===== config.mk =====
export PLATFORM = sky130hd
export DESIGN_NAME = mem_access_unit
export DESIGN_NICKNAME = d
export VERILOG_FILES = /design/src/rtl/mem_access_unit.sv
export SDC_FILE = /design/constraint.sdc
export NUM_CORES = 1
export LEC_CHECK = 0
export CORE_AREA = 2 2 110 112
export CTS_BUF_LIST = sky130_fd_sc_hd__clkbuf_16
export DETAILED_ROUTE_END_ITERATION = 6
export DIE_AREA = 0 0 112 114
export GPL_TIMING_DRIVEN = 0
export PLACE_DENSITY = 0.92
export SETUP_SLACK_MARGIN = 0.4
export SLEW_MARGIN = 20
export SYNTH_ARGS = -nofsm -noshare
export SYNTH_HDL_FRONTEND = slang
export SYNTH_SLANG_ARGS = --single-unit
export TNS_END_PERCENT = 10

===== constraint.sdc =====
create_clock -name clk -period 3.65 [get_ports clk]
set_clock_uncertainty 0.05 [all_clocks]
set_input_delay 0.365 -clock clk [delete_from_list [all_inputs] [get_ports clk]]
set_output_delay 0.365 -clock clk [all_outputs]
set_load 0.01 [all_outputs]

===== src/rtl/mem_access_unit.sv =====
// rtl/mem_access_unit.sv - MEM-stage load/store unit with req/ack data bus, lane steering and timeout
//
// Executes lb/lh/lw/lbu/lhu/sb/sh/sw against a word-wide memory bus and
// holds the pipeline until the access completes.
//
// Ports:
//   clk, rst_n          clock (rising edge), asynchronous active-low reset
//   MemRead, MemWrite   load / store request (both high -> store)
//   opcode[5:0]         [1:0] size (00 byte, 01 half, 1x word), [2] unsigned load
//   addr[31:0]          byte address
//   wdata[31:0]         right-justified store data
//   rdata[31:0]         extended load result, valid in the DONE cycle and held after
//   Stall               combinational pipeline hold
//   AddrErr, BusErr     one-cycle error pulses (misaligned / bus timeout)
//   bus_req, bus_we, bus_addr, bus_be, bus_wdata   registered bus request
//   bus_ack, bus_rdata  bus completion and read data

module mem_access_unit #(
    parameter int TIMEOUT    = 16,
    parameter bit ENDIAN_BIG = 1'b0
) (
    input  logic        clk,
    input  logic        rst_n,
    input  logic        MemRead,
    input  logic        MemWrite,
    input  logic [5:0]  opcode,
    input  logic [31:0] addr,
    input  logic [31:0] wdata,
    output logic [31:0] rdata,
    output logic        Stall,
    output logic        AddrErr,
    output logic        BusErr,
    output logic        bus_req,
    output logic        bus_we,
    output logic [31:0] bus_addr,
    output logic [3:0]  bus_be,
    output logic [31:0] bus_wdata,
    input  logic        bus_ack,
    input  logic [31:0] bus_rdata
);

    typedef enum logic [1:0] {
        IDLE = 2'd0,
        BUSY = 2'd1,
        DONE = 2'd2
    } state_t;

    localparam int CW = $clog2(TIMEOUT + 1);

    state_t         state, state_nx;
    logic [CW-1:0]  cnt;

    logic           req;
    logic           is_byte;
    logic           is_half;
    logic           misaligned;
    logic           start;
    logic           timeout_hit;
    logic [1:0]     lane;
    logic [3:0]     be_nx;
    logic [31:0]    wd_nx;

    // Load shape latched at the start of the access; the request inputs may
    // change while the pipeline is stalled.
    logic           ld_unsigned;
    logic           ld_byte;
    logic           ld_half;
    logic [1:0]     ld_lane;
    logic [7:0]     ld_b;
    logic [15:0]    ld_h;
    logic [31:0]    ld_val;

    logic           unused_opcode;
    assign unused_opcode = ^opcode[5:3];

    assign req     = MemRead | MemWrite;
    assign is_byte = (opcode[1:0] == 2'b00);
    assign is_half = (opcode[1:0] == 2'b01);
    // Size 10 falls through to word handling everywhere below.
    assign misaligned = (is_half & addr[0]) |
                        (~is_byte & ~is_half & (addr[1:0] != 2'b00));

    // Lane of the lowest enabled byte. Big-endian mirrors the lane within the
    // word, so a half at offset 0 lives in lanes 3:2.
    always_comb begin
        lane = 2'b00;
        if (is_byte)
            lane = ENDIAN_BIG ? ~addr[1:0] : addr[1:0];
        else if (is_half)
            lane = ENDIAN_BIG ? {~addr[1], 1'b0} : {addr[1], 1'b0};
    end

    always_comb begin
        be_nx = 4'b1111;
        wd_nx = wdata;
        if (is_byte) begin
            be_nx = 4'b0001 << lane;
            wd_nx = {4{wdata[7:0]}};
        end else if (is_half) begin
            be_nx = 4'b0011 << lane;
            wd_nx = {2{wdata[15:0]}};
        end
    end

    always_comb begin
        ld_b = bus_rdata[7:0];
        case (ld_lane)
            2'd0: ld_b = bus_rdata[7:0];
            2'd1: ld_b = bus_rdata[15:8];
            2'd2: ld_b = bus_rdata[23:16];
            2'd3: ld_b = bus_rdata[31:24];
            default: ld_b = bus_rdata[7:0];
        endcase
        ld_h = ld_lane[1] ? bus_rdata[31:16] : bus_rdata[15:0];
        if (ld_byte)
            ld_val = {{24{~ld_unsigned & ld_b[7]}}, ld_b};
        else if (ld_half)
            ld_val = {{16{~ld_unsigned & ld_h[15]}}, ld_h};
        else
            ld_val = bus_rdata;
    end

    // cnt holds the number of completed BUSY cycles, so the compare fires in
    // the TIMEOUT-th BUSY cycle without an ack.
    assign timeout_hit = (cnt == CW'(TIMEOUT - 1));

    always_comb begin
        state_nx = state;
        Stall    = 1'b0;
        start    = 1'b0;
        case (state)
            IDLE: begin
                if (req && !misaligned) begin
                    start    = 1'b1;
                    Stall    = 1'b1;
                    state_nx = BUSY;
                end
            end
            BUSY: begin
                Stall = 1'b1;
                if (bus_ack || timeout_hit)
                    state_nx = DONE;
            end
            DONE: begin
                // Request still shows the instruction just completed.
                state_nx = IDLE;
            end
            default: state_nx = IDLE;
        endcase
    end

    always_ff @(posedge clk or negedge rst_n) begin
        if (!rst_n) begin
            state       <= IDLE;
            cnt         <= '0;
            rdata       <= '0;
            AddrErr     <= 1'b0;
            BusErr      <= 1'b0;
            bus_req     <= 1'b0;
            bus_we      <= 1'b0;
            bus_addr    <= '0;
            bus_be      <= '0;
            bus_wdata   <= '0;
            ld_unsigned <= 1'b0;
            ld_byte     <= 1'b0;
            ld_half     <= 1'b0;
            ld_lane     <= 2'b00;
        end else begin
            state   <= state_nx;
            AddrErr <= (state == IDLE) && req && misaligned;
            BusErr  <= 1'b0;
            case (state)
                IDLE: begin
                    cnt <= '0;
                    if (start) begin
                        bus_req     <= 1'b1;
                        bus_we      <= MemWrite;
                        bus_addr    <= {addr[31:2], 2'b00};
                        bus_be      <= be_nx;
                        bus_wdata   <= wd_nx;
                        ld_unsigned <= opcode[2];
                        ld_byte     <= is_byte;
                        ld_half     <= is_half;
                        ld_lane     <= lane;
                    end
                end
                BUSY: begin
                    if (bus_ack) begin
                        bus_req <= 1'b0;
                        if (!bus_we)
                            rdata <= ld_val;
                    end else if (timeout_hit) begin
                        bus_req <= 1'b0;
                        rdata   <= '0;
                        BusErr  <= 1'b1;
                    end else begin
                        cnt <= cnt + 1'b1;
                    end
                end
                default: cnt <= '0;
            endcase
        end
    end

endmodule


==> results_dict.tcl, run 1 <==
set metrics [dict create \
    cts_made_buffers 17 \
    path_max_fanout 7 \
    clkPwrFrac_pct 23.0 \
    max_freq_mhz 366.6 \
    htree_levels 4 \
    area_growth_pct 50.38 \
    clkTransAtPathRegs_ns 0.05 \
    critPathSlowestCell "clkdlybuf4s50_1" \
    power_leakage_uw 0.003798 \
    end_kind "primary output" \
    grt_max_degree 59 \
    synth_cells 567 \
    die-height_um 114 \
    wl_per_cell_um 17.67 \
    antenna_cells 0 \
    finalSetupViolations 0 \
    clock_latency_ns 0.41 \
    viasPerCell 5.239 \
    netlist_area_mm2 0.005492 \
    hpwl_um 12300 \
    gp_congestion 0.8493 \
    grt_pass1_wl_um 26470 \
    fin_hold_ws_ns 0.4217 \
    gr-total-overflow 0 \
    layout-drive-gt1-share_pct 11.94 \
    cts.sinks 114 \
    ys_seq_area_share_pct 51.95 \
    synth_cell_type_count 49 \
    powerDensity_mw_per_mm2 720.6 \
    io_pins 212 \
    final-hold-violation-count 0 \
    drtIter0Drc 309 \
    cpMostUsedCell "clkdlybuf4s50_1" \
    grt_pass1_vias 5195 \
    cts_tree "yes" \
    worst_slew_pin_slew_ns 0.5429 \
    p_sw_share_pct 34.05 \
    fp.dieArea_mm2 0.01277 \
    synth_seq_cells 114 \
    p_int_uw 3924 \
    maxCapViolations 0 \
    die_w_um 112 \
    cts_buffer_depth 2 \
    crit_family "buffers and inverters" \
    p_comb_share_pct 42.6 \
    cts_root_buf "clkbuf_16" \
    post_cts_buffers 0 \
    synthArstFlopShare_pct 100.0 \
    yosysWarnings 0 \
    slowest_delay_ns 0.58 \
    synth_edf_count 0 \
    start_util_pct 46.89 \
    grt_usage_pct 26.87 \
    drtAntennaViolNets 0 \
    status "complete, no violations" \
    port_buffers 206 \
    core_mm2 0.01171 \
    vdd_ir_drop_max_uv 507.0 \
    period_needed_ns 2.728 \
    fp-row-count 40 \
    drc 0 \
    switchingPower_uw 2027 \
    rsz0062_at_grt "false" \
    first_pass_iters 5 \
    avgSynthCellArea_um2 9.685 \
    required_ns 3.23 \
    vias 4982 \
    fillers 827 \
    p_seq_share_pct 34.4 \
    crit_arrival_ns 2.31 \
    synth_flop_cell "dfrtp_1" \
    path_class "in -> out" \
    timing.final.crit_share_pct 74.74 \
    wirelength_um 16800 \
    min_path_type "reg -> reg" \
    critPathBufInv 2 \
    crit_path_start_kind "primary input" \
    antenna_found_initial 0 \
    setup-tns-final_ns 0 \
    slew_violations 0 \
    slew_headroom_pct 63.80 \
    cp_cell_sequence "clkdlybuf4s50_1 > or2_2 > a21boi_1 > a21oi_1 > nor2_1 > clkdlybuf4s50_1" \
    finalNetCount 904 \
]
-- registers in the layout (all words and copies together) (netlist names) --
name	cells
rdata	32
cnt	5
ld_lane	2
BusErr	1
ld_half	1
bus_we	1
AddrErr	1
state	2
bus_wdata	32
ld_unsigned	1
bus_be	4
bus_addr	30
bus_req	1
ld_byte	1
-- tightest hold or removal path, stage by stage, from the launching register on --
cell and delay, ns:
dfrtp_1 0.33, nand2_1 0.05, nand2_1 0.06
-- area by class of cell --
type | count | area (um2) | area share (%)
Tap cell | 147 | 183.9 | 2.227
Buffer | 39 | 262.8 | 3.182
Timing Repair Buffer | 208 | 2101 | 25.44
Clock buffer | 17 | 425.4 | 5.152
Clock inverter | 11 | 52.55 | 0.6364
Multi-Input combinational cell | 411 | 2365 | 28.64
Sequential cell | 114 | 2853 | 34.55
Inverter | 4 | 15.01 | 0.1818
-- cell families (layout without fill, tap and decap cells) --
kind of cell / Yosys count / count (layout) / synth area share [%]
muxes: 40 / 40 / 8.886
xor gates and xnor gates: 4 / 4 / 0.6381
and+or+nand+nor: 239 / 239 / 17.79
adders and majority gates: 2 / 2 / 0.4556
buffers and inverters: 43 / 279 / 5.058
other: 1 / 2 / 0.06829
DFF: 114 / 114 / 51.95
AOI/OAI and AO/OA: 124 / 124 / 15.15
-- synthesized netlist by cell type, types with 9 or more instances --
master	instances	area, um2
a211oi_1	9	67.56
buf_4	12	90.09
and3_1	10	62.56
buf_2	13	65.06
o21ai_1	39	195.2
o21ai_2	20	175.2
nand2_1	190	713.2
a21oi_1	27	135.1
nor2_1	20	75.07
dfrtp_1	114	2853
clkbuf_1	9	33.78
mux2i_1	33	330.3
-- cell usage in the layout (no fill, tap or decap), types with 6 or more instances in the layout --
cell	synthesis	routed
clkdlybuf4s50_1	0	205
nand2_1	190	190
dfrtp_1	114	114
o21ai_1	39	39
mux2i_1	33	33
a21oi_1	27	27
nor2_1	20	20
o21ai_2	20	20
clkbuf_16	0	17
buf_2	13	13
buf_4	12	12
and3_1	10	10
clkbuf_1	9	9
a211oi_1	9	9
a22o_1	8	8
mux4_2	7	7
o21ai_0	7	7
clkinv_2	0	6
-- power groups by stage --
stage	clock, uW	combinational (uW)	sequential [uW]
after global placement	0	2460	2040
final	1370	2530	2050
after global routing	1460	2720	2100
after CTS	1390	2550	2050
after detailed placement	0	2520	2070
after floorplan	0	929	2250
-- worst paths after layout --
check	cells after the start	to	slack [ns]	startpoint
worst max register to register	8	rdata[12]	1.61	cnt[0]
max in group asynchronous	3	cnt[3]	2.44	rst_n
worst min-delay path	2	bus_addr[24]	0.42	bus_addr[24]
worst min register to register	2	bus_addr[24]	0.42	bus_addr[24]
worst max-delay path	6	Stall	0.92	addr[0]
min in group asynchronous	2	bus_wdata[28]	0.45	rst_n
-- routing by layer --
metal / vias up / part of all wire (%) / global-route usage (%)
met4: 0 / 2.9 / 11.95
li1: 2368 / - / -
met5: - / 0 / 0
met1: 2362 / 40 / 32.17
met2: 217 / 48 / 43.47
met3: 35 / 9.1 / 10.36
-- what timing repair did --
item,CTS,global route
endpoints found under the hold margin,56,0
gates resized for setup,0,0
hold buffers,1,0
-- metrics by stage --
step	setup slack, ns	utilization, %	cell area (um2)	cells	power, uW
final	0.9221	70.51	8258	951	5951
after global routing	0.7842	70.51	8258	951	6282
after CTS	0.9004	70.51	8258	951	5989
after detailed placement	0.9123	66.35	7770	922	4587
after global placement	-2.317	66.10	7741	921	4501
after floorplan	1.867	-	5495	568	3178
(Power assumes the default switching activity.)
==> run 2, diff against run 1 <==
--- a/config.mk
+++ b/config.mk
@@ -5,12 +5,12 @@
 export SDC_FILE = /design/constraint.sdc
 export NUM_CORES = 1
 export LEC_CHECK = 0
-export CORE_AREA = 2 2 110 112
+export CORE_AREA = 2 2 121 123
 export CTS_BUF_LIST = sky130_fd_sc_hd__clkbuf_16
 export DETAILED_ROUTE_END_ITERATION = 6
-export DIE_AREA = 0 0 112 114
+export DIE_AREA = 0 0 123 125
 export GPL_TIMING_DRIVEN = 0
-export PLACE_DENSITY = 0.92
+export PLACE_DENSITY = 0.82
 export SETUP_SLACK_MARGIN = 0.4
 export SLEW_MARGIN = 20
 export SYNTH_ARGS = -nofsm -noshare
==> constraint.sdc (replaced) <==
create_clock -name clk -period 2.29 [get_ports clk]
set_clock_uncertainty 0.05 [all_clocks]
set_input_delay 0.229 -clock clk [delete_from_list [all_inputs] [get_ports clk]]
set_output_delay 0.229 -clock clk [all_outputs]
set_load 0.01 [all_outputs]
==> run 2 against run 1 <==
Effect of this change:
- power up 67%
- die area up 20%
- core utilization down 11 points
- critical path depth did not move
- critical path type unchanged
- wire length is 0.76% lower
- highest routed layer unchanged
- clock-buffer cell count unchanged
==> results_dict.tcl, run 2 (synthesized netlist as in run 1, its figures left out) <==
set metrics [dict create \
    status "complete, no violations" \
    crit_path_start_kind "primary input" \
    slowest_delay_ns 0.47 \
    wl_per_cell_um 16.81 \
    path_class "in -> out" \
    area_growth_pct 53.66 \
    crit_family "buffers and inverters" \
    timing.final.crit_share_pct 81.25 \
    placed_area_mm2 0.007816 \
    required_ns 2.01 \
    wirelength_um 16670 \
    drc 0 \
    clkPwrFrac_pct 27.1 \
    vias 4981 \
    cts_tree "yes" \
    core_mm2 0.01420 \
    die-height_um 125 \
    path_max_fanout 4 \
    use_met3_pct 7.619 \
    max_freq_mhz 537.4 \
    io_pins 212 \
    grt_pass1_vias 4983 \
    met2_usage_pct 33.47 \
    clock_latency_ns 0.41 \
    min_path_type "in -> async" \
    gp_congestion 0.8468 \
    finalSetupViolations 0 \
    critPathLaunch "addr[1]" \
    finalNetCount 904 \
    multi_input_area_mm2 0.002379 \
    end_kind "primary output" \
    die_w_um 123 \
    rsz0062_at_grt "true" \
    htree_levels 4 \
    layout-drive-gt1-share_pct 12.62 \
    reg_top3 "bus_wdata: 32 flops, rdata: 32 flops, bus_addr: 30 flops" \
    grt_use_met1_pct 29.85 \
    r2r-start "cnt[0]" \
    switchingPower_uw 3230 \
    busiest_layer "met2" \
    p_sw_share_pct 32.46 \
    stdcell_area_mm2 0.008438 \
    cts_root_buf "clkbuf_16" \
    cts.sinks 114 \
    cts_buffer_depth 2 \
    viasPerCell 5.021 \
    critPathSlowestCell "clkdlybuf4s50_1" \
    antenna_found_initial 0 \
    fp-row-count 44 \
    setup-tns-final_ns 0 \
    crit_arrival_ns 1.58 \
    slew_violations 0 \
    p_seq_share_pct 32.9 \
    hpwl_um 12260 \
    grt_pass1_wl_um 26640 \
    drtIter0Drc 412 \
    antenna_cells 0 \
    p_int_uw 6719 \
    start_util_pct 38.66 \
    port_buffers 206 \
    powerDensity_mw_per_mm2 1179 \
    regArea_mm2 0.002853 \
    grt_max_degree 76 \
    fillers 1261 \
    p_comb_share_pct 40.0 \
    clkTransAtPathRegs_ns 0.05 \
    maxCapViolations 0 \
    grt_usage_pct 22.61 \
    first_pass_iters 5 \
    layout_commonest_cell "clkdlybuf4s50_1" \
    critPathBufInv 2 \
    gr-total-overflow 0 \
    power_leakage_uw 0.003858 \
    cp_cell_sequence "clkdlybuf4s50_1 > or2_2 > a21boi_4 > a21oi_1 > nor2_1 > clkbuf_2" \
    final_cell_mix "clkdlybuf4s50_1 (203), nand2_1 (190), dfrtp_1 (114), o21ai_1 (39), mux2i_1 (33)" \
    drtAntennaViolNets 0 \
    final-hold-violation-count 0 \
    vdd_ir_drop_max_uv 694.2 \
    fp.dieArea_mm2 0.01538 \
    period_needed_ns 1.861 \
    cts_made_buffers 17 \
]
==> run 2: metrics by stage <==
stage	power, uW	instances	utilization, %	hold slack [ns]	worst slack (ns)
6_report	9949	992	59.41	0.2478	0.4293
5_1_grt	10550	992	59.41	0.2842	0.3264
4_1_cts	10030	992	59.34	0.2535	0.2704
3_5_place_dp	7293	959	55.03	0.1199	-0.1487
3_3_place_gp	7209	958	54.83	0.4072	-3.636
2_1_floorplan	5065	568	-	-0.1166	0.5073
==> run 2: path summary, 6_finish.rpt <==
| path | end | slack [ns] | cells after the start |
|---|---|---|---|
| worst min-delay path | rdata[5] | 0.25 | 2 |
| min in group clk | bus_addr[19] | 0.29 | 3 |
| worst max register to register | rdata[15] | 0.44 | 8 |
| worst max-delay path | Stall | 0.43 | 6 |
| max in group asynchronous | bus_be[3] | 1.24 | 3 |
| worst min register to register | bus_addr[15] | 0.42 | 2 |
==> run 2: power groups by stage <==
stage	logic, uW	clock network (uW)	registers [uW]
after floorplan	1480	0	3580
after global placement	3940	0	3260
after detailed placement	4000	0	3290
after CTS	4020	2740	3270
after global routing	4350	2840	3370
final	3980	2690	3270
==> run 2: layout make-up <==
type / instances / area share (%)
Inverter: 4 / 0.1779
Buffer: 39 / 3.173
Sequential cell: 114 / 33.81
Clock inverter: 15 / 2.061
Tap cell: 184 / 2.728
Timing Repair Buffer: 208 / 24.82
Multi-Input combinational cell: 411 / 28.19
Clock buffer: 17 / 5.042
==> run 2: metal layers <==
layer / vias up / share of wire [%] / routed length, um
met1: 2337 / 43 / 7110
met4: 0 / 3.0 / 494
met3: 33 / 9.5 / 1576
li1: 2378 / - / -
met2: 233 / 45 / 7493
met5: - / 0 / 0
==> run 2: what timing repair did <==
item,CTS,global route
setup endpoints to repair,23,26
gates resized for setup,4,9
hold buffers,1,0
buffers inserted,0,0
cloned,0,0
endpoints found under the hold margin,39,0
==> run 3, diff against run 2 <==
==> constraint.sdc (replaced) <==
create_clock -name clk -period 1.5 [get_ports clk]
set_clock_uncertainty 0.05 [all_clocks]
set_input_delay 0.15 -clock clk [delete_from_list [all_inputs] [get_ports clk]]
set_output_delay 0.15 -clock clk [all_outputs]
set_load 0.01 [all_outputs]
==> run 3 against run 2 <==
Effect of this change:
- the run now ends with negative setup slack left
- combinational power increased by 46%
- sequential share of layout area fell by 0.68 points
- register-to-register slack worse by 0.67 ns
- setup slack got worse by 0.65 ns
- clock power increased by 58%
- critical endpoint is now rdata[5]
- largest power group unchanged
==> results_dict.tcl, run 3 (synthesized netlist as in run 1, its figures left out) <==
set metrics [dict create \
    cts_tree "yes" \
    slew_headroom_pct 65.51 \
    layout_commonest_cell "nand2_1" \
    slowest_delay_ns 0.36 \
    wl_per_cell_um 17.27 \
    clkTransAtPathRegs_ns 0.06 \
    critPathBufInv 1 \
    finalNetCount 916 \
    cts_buffer_depth 2 \
    crit_arrival_ns 1.97 \
    status "complete, but fails checks" \
    gp_congestion 0.8363 \
    instances_no_fill 1004 \
    dp_cells 959 \
    grt_pass1_wl_um 27390 \
    setup_slack_ns -0.2252 \
    vdd_ir_drop_max_uv 947.9 \
    crit_path_start_kind "register" \
    area_growth_pct 56.89 \
    grt_pass1_vias 5230 \
    port_buffers 206 \
    hpwl_um 12160 \
    maxCapViolations 0 \
    power_leakage_uw 0.004148 \
    layout-drive-gt1-share_pct 34.63 \
    drc 0 \
    crit_family "compound AO/OA/AOI/OAI gates" \
    first_pass_iters 4 \
    dp_slack_ns -0.8053 \
    end_kind "register" \
    antenna_found_initial 0 \
    slew_violations 0 \
    final_cell_mix "nand2_1 (141), dfrtp_1 (113), clkdlybuf4s50_1 (96), buf_2 (72), nand2_2 (48)" \
    grt_usage_pct 23.18 \
    fp-row-count 44 \
    required_ns 1.74 \
    drtAntennaViolNets 0 \
    fp.dieArea_mm2 0.01538 \
    die_w_um 123 \
    min_path_type "in -> reg" \
    violations "negative setup slack" \
    antenna_cells 0 \
    powerDensity_mw_per_mm2 1762 \
    gr-total-overflow 0 \
    cts_root_buf "clkbuf_16" \
    period_needed_ns 1.725 \
    start_util_pct 38.66 \
    cts_made_buffers 17 \
    vias 5078 \
    fillers 1220 \
    path_class "reg -> reg" \
    final-hold-violation-count 0 \
    critPathSlowestCell "dfrtp_1" \
    core_mm2 0.01420 \
    clock_latency_ns 0.41 \
    reg_top3 "bus_wdata: 32 flops, rdata: 32 flops, bus_addr: 30 flops" \
    path_max_fanout 6 \
    cp_cell_sequence "ha_2 > and3_4 > ha_4 > nand2b_4 > a21o_4 > buf_6 > a22o_1" \
    stdcell_area_mm2 0.008616 \
    worst_slew_pin_slew_ns 0.5174 \
    die-height_um 125 \
    io_pins 212 \
    timing.final.crit_share_pct 115.0 \
    grt_max_degree 59 \
    cts.sinks 114 \
    htree_levels 4 \
    wirelength_um 17340 \
    drtIter0Drc 344 \
    viasPerCell 5.058 \
    rsz0062_at_grt "true" \
    placed_area_mm2 0.007851 \
    finalSetupViolations 36 \
    max_freq_mhz 579.7 \
]
run 3: through the flow:
stage	hold slack [ns]	utilization, %	setup TNS, ns	total power [uW]
4_1_cts	0.1401	58.62	-5.877	14840
3_5_place_dp	0.1039	55.28	-32.14	11140
3_3_place_gp	0.4065	55.07	-527.10	11020
5_1_grt	0.05546	60.66	-8.574	16070
6_report	0.07314	60.66	-6.152	15180
2_1_floorplan	-0.1956	-	-3.606	7745
run 3: layer usage:
metal / global-route usage [%] / up-vias / part of all wire, %
met3: 7.984 / 25 / 8.7
met2: 37.28 / 211 / 48
met4: 8.289 / 0 / 1.8
met1: 28.89 / 2428 / 41
li1: - / 2414 / -
met5: 0 / - / 0
run 3: repair_timing:
| item | in CTS | in global routing |
|---|---|---|
| gates resized for setup | 513 | 63 |
| setup buffers | 3 | 7 |
| gates cloned | 1 | 0 |
| setup endpoints to repair | 217 | 273 |
| hold buffers | 1 | 1 |
| endpoints found under the hold margin | 56 | 1 |
| pin swaps | 63 | 29 |
run 3: final timing paths:
kind	endpoint	startpoint	slack, ns	cells after the start
worst max register to register	rdata[5]	cnt[0]	-0.23	7
min in group asynchronous	rdata[0]	rst_n	0.22	2
max in group asynchronous	state[0]	rst_n	0.54	3
worst max-delay path	rdata[5]	cnt[0]	-0.23	7
worst min-delay path	ld_lane[0]	addr[0]	0.07	3
worst min register to register	bus_addr[11]	bus_addr[11]	0.42	2
run 3: area by class of cell:
type	instances	area [um2]	share of cell area, %
timing repair buffer	220	1901	22.06
multi-input combinational	411	2599	30.16
tap	184	230.2	2.672
inverter	4	15.01	0.1743
clock buffer	17	425.4	4.938
buffer	39	402.9	4.676
clock inverter	15	188.9	2.193
sequential	114	2854	33.13
run 3: tightest hold or removal path: cells and delay by family:
| kind | cells | cell delay [ns] |
|---|---|---|
| and+or+nand+nor | 2 | 0.19 |
| buffers and inverters | 1 | 0.16 |
run 3: power by group:
group          internal, uW  switching [uW]  total [uW]
logic                  2860            2960        5820
clock network          2760            1480        4240
registers              4270             845        5120
